`config.mk`:
```
export PLATFORM = sky130hd
export DESIGN_NAME = imem_loader
export DESIGN_NICKNAME = d
export VERILOG_FILES = /design/src/rtl/imem_loader.sv
export SDC_FILE = /design/constraint.sdc
export NUM_CORES = 1
export LEC_CHECK = 0
export ABC_AREA = 1
export CAP_MARGIN = 10
export CORE_ASPECT_RATIO = 1.2
export CORE_MARGIN = 2
export CORE_UTILIZATION = 50
export DETAILED_ROUTE_END_ITERATION = 10
export GPL_ROUTABILITY_DRIVEN = 0
export PLACE_DENSITY = 0.74
export SLEW_MARGIN = 40
export SYNTH_ARGS = -nofsm -noshare
export SYNTH_HDL_FRONTEND = slang
export SYNTH_SLANG_ARGS = --single-unit
```
`constraint.sdc`:
```
create_clock -name clk -period 3.3 [get_ports clk]
set_clock_uncertainty 0.1 [all_clocks]
set_input_delay 0.825 -clock clk [delete_from_list [all_inputs] [get_ports clk]]
set_output_delay 0.825 -clock clk [all_outputs]
set_load 0.02 [all_outputs]
```
`src/rtl/imem_loader.sv`:
```
// Instruction-memory image loader: length-framed byte stream in,
// big-endian 32-bit words out to imem, core held in reset until done.
module imem_loader #(
   parameter logic [31:0] BASE_ADDR = 32'h0000_0000,
   parameter int unsigned MAX_WORDS = 256,
   parameter int          CNT_W     = 9
) (
   input  logic             clk,
   input  logic             rst,
   input  logic [7:0]       in_data,
   input  logic             in_valid,
   output logic             in_ready,
   input  logic             reload,
   output logic             mem_we,
   output logic [31:0]      mem_addr,
   output logic [31:0]      mem_wdata,
   output logic             core_hold,
   output logic             done,
   output logic             error,
   output logic [CNT_W-1:0] word_cnt
);

   localparam logic [1:0] S_HDR  = 2'd0;
   localparam logic [1:0] S_DATA = 2'd1;
   localparam logic [1:0] S_DONE = 2'd2;
   localparam logic [1:0] S_ERR  = 2'd3;

   logic [1:0]       state;
   logic [1:0]       idx;
   logic [23:0]      shreg;
   logic [31:0]      word;
   logic [CNT_W-1:0] len;
   logic [31:0]      hold_word;
   logic             hold_vld;
   logic             take;
   logic             last_byte;
   logic             restart;
   logic [CNT_W-1:0] cnt_nxt;

   assign take      = in_valid & in_ready;
   assign last_byte = take & (idx == 2'd3);
   assign word      = {shreg, in_data};
   assign cnt_nxt   = word_cnt + CNT_W'(1);
   assign restart   = reload & ((state == S_DONE) | (state == S_ERR));

   // Byte assembly: first three bytes of a word shift in, fourth completes it
   always_ff @(posedge clk or negedge rst) begin
      if (!rst) begin
         idx   <= 2'd0;
         shreg <= 24'd0;
      end else if (restart) begin
         idx   <= 2'd0;
      end else if (take) begin
         idx   <= idx + 2'd1;
         shreg <= {shreg[15:0], in_data};
      end
   end

   // Load sequencing, memory write from the holding register, status flags
   always_ff @(posedge clk or negedge rst) begin
      if (!rst) begin
         state     <= S_HDR;
         in_ready  <= 1'b0;
         mem_we    <= 1'b0;
         mem_addr  <= BASE_ADDR;
         mem_wdata <= 32'd0;
         core_hold <= 1'b1;
         done      <= 1'b0;
         error     <= 1'b0;
         word_cnt  <= '0;
         len       <= '0;
         hold_word <= 32'd0;
         hold_vld  <= 1'b0;
      end else begin
         mem_we <= 1'b0;
         // The holding register frees the assembler, so the next word's
         // bytes keep flowing during this write cycle.
         if (hold_vld) begin
            mem_we    <= 1'b1;
            mem_wdata <= hold_word;
            mem_addr  <= BASE_ADDR + (32'(word_cnt) << 2);
            word_cnt  <= cnt_nxt;
            hold_vld  <= 1'b0;
            if (cnt_nxt == len) begin
               state    <= S_DONE;
               in_ready <= 1'b0;
            end
         end
         unique case (state)
            S_HDR: begin
               in_ready <= 1'b1;
               if (last_byte) begin
                  if (word == 32'd0 || word > MAX_WORDS) begin
                     state    <= S_ERR;
                     error    <= 1'b1;
                     in_ready <= 1'b0;
                  end else begin
                     state <= S_DATA;
                     len   <= word[CNT_W-1:0];
                  end
               end
            end
            S_DATA: begin
               if (last_byte) begin
                  hold_word <= word;
                  hold_vld  <= 1'b1;
               end
            end
            S_DONE: begin
               done      <= 1'b1;
               core_hold <= 1'b0;
            end
            S_ERR: begin
            end
            default: begin
            end
         endcase
         if (restart) begin
            state     <= S_HDR;
            in_ready  <= 1'b1;
            core_hold <= 1'b1;
            done      <= 1'b0;
            error     <= 1'b0;
            word_cnt  <= '0;
            mem_addr  <= BASE_ADDR;
         end
      end
   end

endmodule

```
# == Word level (Yosys, flattened, before mapping) ==
# Cells that the tools add are included.
# totals
reg_bits,148
in_bits,12
# classes
add_sub_neg,2
magnitude_cmp,1
n_eq_ne,5
muxes,29
bitwise_logic,6
reduce_logical,16
# ops
operator,n
$mux 32,2
$gt 32x9->1 const B,1
$logic_not 32->1,1
$mux 9,2
$mux 1,17
$mux 2,8
$reduce_bool 2->1,6
$add 9x1->9 const B,1
$eq 9x9->1,1
$eq 2x2->1 const B,3
$reduce_and 2->1,3
$reduce_and 3->1,2
$reduce_bool 3->1,2
$and 1x1->1,3
$add 2x1->2 const B,1
$eq 2x1->1 const B,1
$logic_not 2->1,1
$not 1->1,2
$logic_or 1x1->1,1
$or 1x1->1,1

# == Longest topological paths before layout ==
# depth
ltp_word,7
mapped_depth,12
depth_no_buf,12

# == Worst setup path before layout ==
# Ideal clock, no wire load.
# synth_timing
kind,input -> register
start,input port in_data[4]
end,register len[8]
arrival_time_ns,1.687
required_time_ns,3.079
path_slack_ns,1.392
path_stages,9
n_path_buf,1
cell_sequence,inv_1 nand4_1 nor2_1 xor2_1 nor2_2 nand2_4 buf_4 nand2_1 o21ai_1
# synth_between
elab_chain_cells,4
word_cells_on_any_way,5
classes_between,1 x order compare; 1 x bitwise; 3 x reduce/logical
# synth_rtl
element,line_no,rtl
from (decl),10,"input logic [7:0] in_data,"
$gt 32x9->1 / $logic_not 32->1 (equally long branches),93,if (word == 32'd0 || word > MAX_WORDS) begin
$logic_or 1x1->1 *,93,
$not 1->1 (no line) *,-,
$reduce_and 3->1 (no line) *,-,
to (signal assigned),99,len <= word[CNT_W-1:0];
to (decl),32,logic [CNT_W-1:0] len;
# Mark *: on every way between the ends. The rest lies on a longest branch, timed or not.
# A chain may end at the register's enable or synchronous reset.

# == Final worst setup path ==
# layout_timing
start,register core_hold
end,output port core_hold
# layout_lines
element,line_no,rtl
from (decl),17,"output logic core_hold,"
from (signal assigned),67,core_hold <= 1'b1;
from (signal assigned),111,core_hold <= 1'b0;
from (signal assigned),121,core_hold <= 1'b1;
# No word-level cell between the ends.

==> summary.txt <==
Detailed routing
  – WL/cell: 13.63 um
  – Met2 Routed Length: 5522 um
  – Top layer in use: met4
  – Via density: 5.043
  – Met3 routed WL: 628 um
  – M1 wire length: 4777 um
  – # DRC: 0
  – DR vias: 4130
  – Routed wire length: 11160 um
  – First drt pass iteration count: 5
  – Drt first-iter violations: 304
  – Number of routed nets with antenna violations: 0

Final layout
  – Area delta synth->final: 23.78%
  – Most frequent cells in the layout: 209 x nand2_1, 124 x dfrtp_1, 67 x o21ai_0
  – Leading cell type in the layout, fill and taps excluded: nand2_1
  – Utilization after layout: 63.10%
  – Fin nets: 691
  – N_diodes: 0
  – Fraction of final layout cells sized beyond drive strength 1: 9.275%
  – Post-route cell area: 0.006571 mm2

Clock network
  – Clock Tree Root: clkbuf_16
  – Worst-path clk slew: 0.06 ns
  – CTS sink cnt: 125
  – H-Tree Level Count: 4
  – Max Root-Sink Buffers: 2
  – Post-CTS setup buffers: 0
  – CTS tree: built
  – CTS Hold Bufs: 0
  – # resized after CTS: 0
  – Clk_lat worst skew: 0.42 ns
  – TritonCTS buffer count: 17

Worst setup path
  – WP buf/inv: 1
  – Worst setup EP type: output pin
  – Worst r2r src: word_cnt[0]
  – CP Cell Sequence: clkdlybuf4s50_1
  – Worst path max stage delay: 0.59 ns
  – Worst EP required: 2.37 ns
  – Slowest cell on crit path: clkdlybuf4s50_1
  – Startpoint class of the critical path: register
  – Worst setup startpoint: core_hold
  – Crit path kind: register to output pin
  – Critical path arrival: 1.54 ns
  – Cell family with most CP delay: buffers and inverters
  – Critical path fanouts, max: 2

STA
  – Setup TNS: 0 ns
  – Final period demand of the worst path: 2.463 ns
  – Max Clk Rate: 406.1 MHz
  – Hold slack: 0.2385 ns
  – Final setup viols: 0
  – RSZ-0062 raised after global routing: false
  – Post-route clock period utilization: 74.63%
  – Final Hold Viols: 0
  – Max-slew violation count: 0

Floorplanning
  – Core area: 0.01041 mm2
  – Die Span X: 98.07 um
  – Ports: 90
  – Std-Cell Rows: 41
  – DIE AREA: 0.01146 mm2
  – Die height: 116.9 um
  – Initial core utilization: 50.98%

GRT
  – Vias in the first global route: 4030
  – First-pass GRT wire length: 18730 um
  – GRT Util Overall: 20.74%
  – Antenna violations before repair: 0
  – Largest net degree at the start of global routing: 50
  – Grt total ovfl: 0

Placement
  – Port bufs: 66
  – Cell area after placement: 0.006020 mm2
  – Detailed Place HPWL: 7626 um

Synth
  – Synth warn: 0
  – Synth Register Bits: 125
  – Syn Inst Count: 607
  – Seq/Total Area, Yosys: 58.94%
  – Synthesized area: 0.005309 mm2
  – Cell variety after synth: 27
  – Syn Area/Cell: 8.746 um2

Job
  – Max-cap violations: 0

Pwr
  – Leakage: 3.293 nW
  – VDD IR max: 0.0004581 V
  – Pwr Density: 750.1 mW/mm2

Outcome
  – Status: finished, final reports clean

Worst hold path
  – Worst Hold Class: primary input to asynchronous set/reset pin
## report_power, final
group          switching (mW)  total (mW)  internal (mW)
registers               0.244        2.17           1.93
clock network           0.681        1.71           1.03
logic                   0.644        1.04          0.398
total                    1.57        4.93           3.36
## kinds of logic (layout without fill, tap and decap cells)
kind of cell	count (synthesis)	after routing	synth area share, %
adders and majority gates	2	2	0.4713
other	1	23	0.07064
and+or+nand+nor	279	279	21.92
xor gates and xnor gates	2	2	0.3300
AOI/OAI and AO/OA	92	92	8.885
DFF	125	125	58.94
buffers and inverters	106	167	9.380
## synth_stat cells, drive strengths merged
cell type / instances / area, um2
buf: 31 / 215.2
nor3b: 1 / 12.51
nand3: 29 / 145.1
o22ai: 6 / 37.54
dfrtp: 124 / 3103
inv: 59 / 221.5
nand3b: 3 / 22.52
conb: 1 / 3.750
o21ai: 81 / 405.4
ha: 2 / 25.02
nand2: 213 / 814.5
nand4: 9 / 56.30
dfstp: 1 / 26.28
nor2: 23 / 106.4
xor2: 2 / 17.52
a21oi: 5 / 28.78
or2: 1 / 6.260
clkbuf: 15 / 56.30
clkinv: 1 / 5.000
## final timing paths
path                            cells past startpoint  slack, ns            end
worst max-delay path                                1       0.84      core_hold
worst min-delay path                                1       0.24      shreg[11]
worst max register to register                     11       1.31       in_ready
worst min register to register                      2       0.37  mem_wdata[22]
max in group asynchronous                           2       2.16   mem_wdata[5]
min in group clk                                    2       0.37  mem_wdata[22]
## area by class of cell
cell class              instances  area, um2
clock buffers                  18      429.2
clock inverters                14      122.6
multi-input cells             398       1764
well taps                     129      161.4
inverters                      60      226.5
flip-flops and latches        125       3129
fillers                       870       3842
repair buffers                 75      738.2
## metrics by stage
stage          worst slack (ns)  power, mW  instances
2_1_floorplan             1.392      2.820        629
3_3_place_gp             0.8892      3.187        787
3_5_place_dp             0.8614      3.229        787
4_1_cts                  0.8204      4.967        819
5_1_grt                  0.7769      5.226        819
6_report                 0.8373      4.929        819
## sequential cells by signal, indices dropped and copies added (netlist names)
signal and cells:
mem_we 1, hold_word 32, len 9, in_ready 1, state 2, idx 2, done 1, error 1
mem_wdata 32, hold_vld 1, core_hold 1, mem_addr 9, shreg 24, word_cnt 9
## layer usage
layer	vias up	GRT usage [%]
met2	122	33.84
li1	2028	-
met1	1962	26.14
met4	0	10.00
met5	-	0
met3	18	5.404
Note: power is estimated with default switching activity, not from simulation.
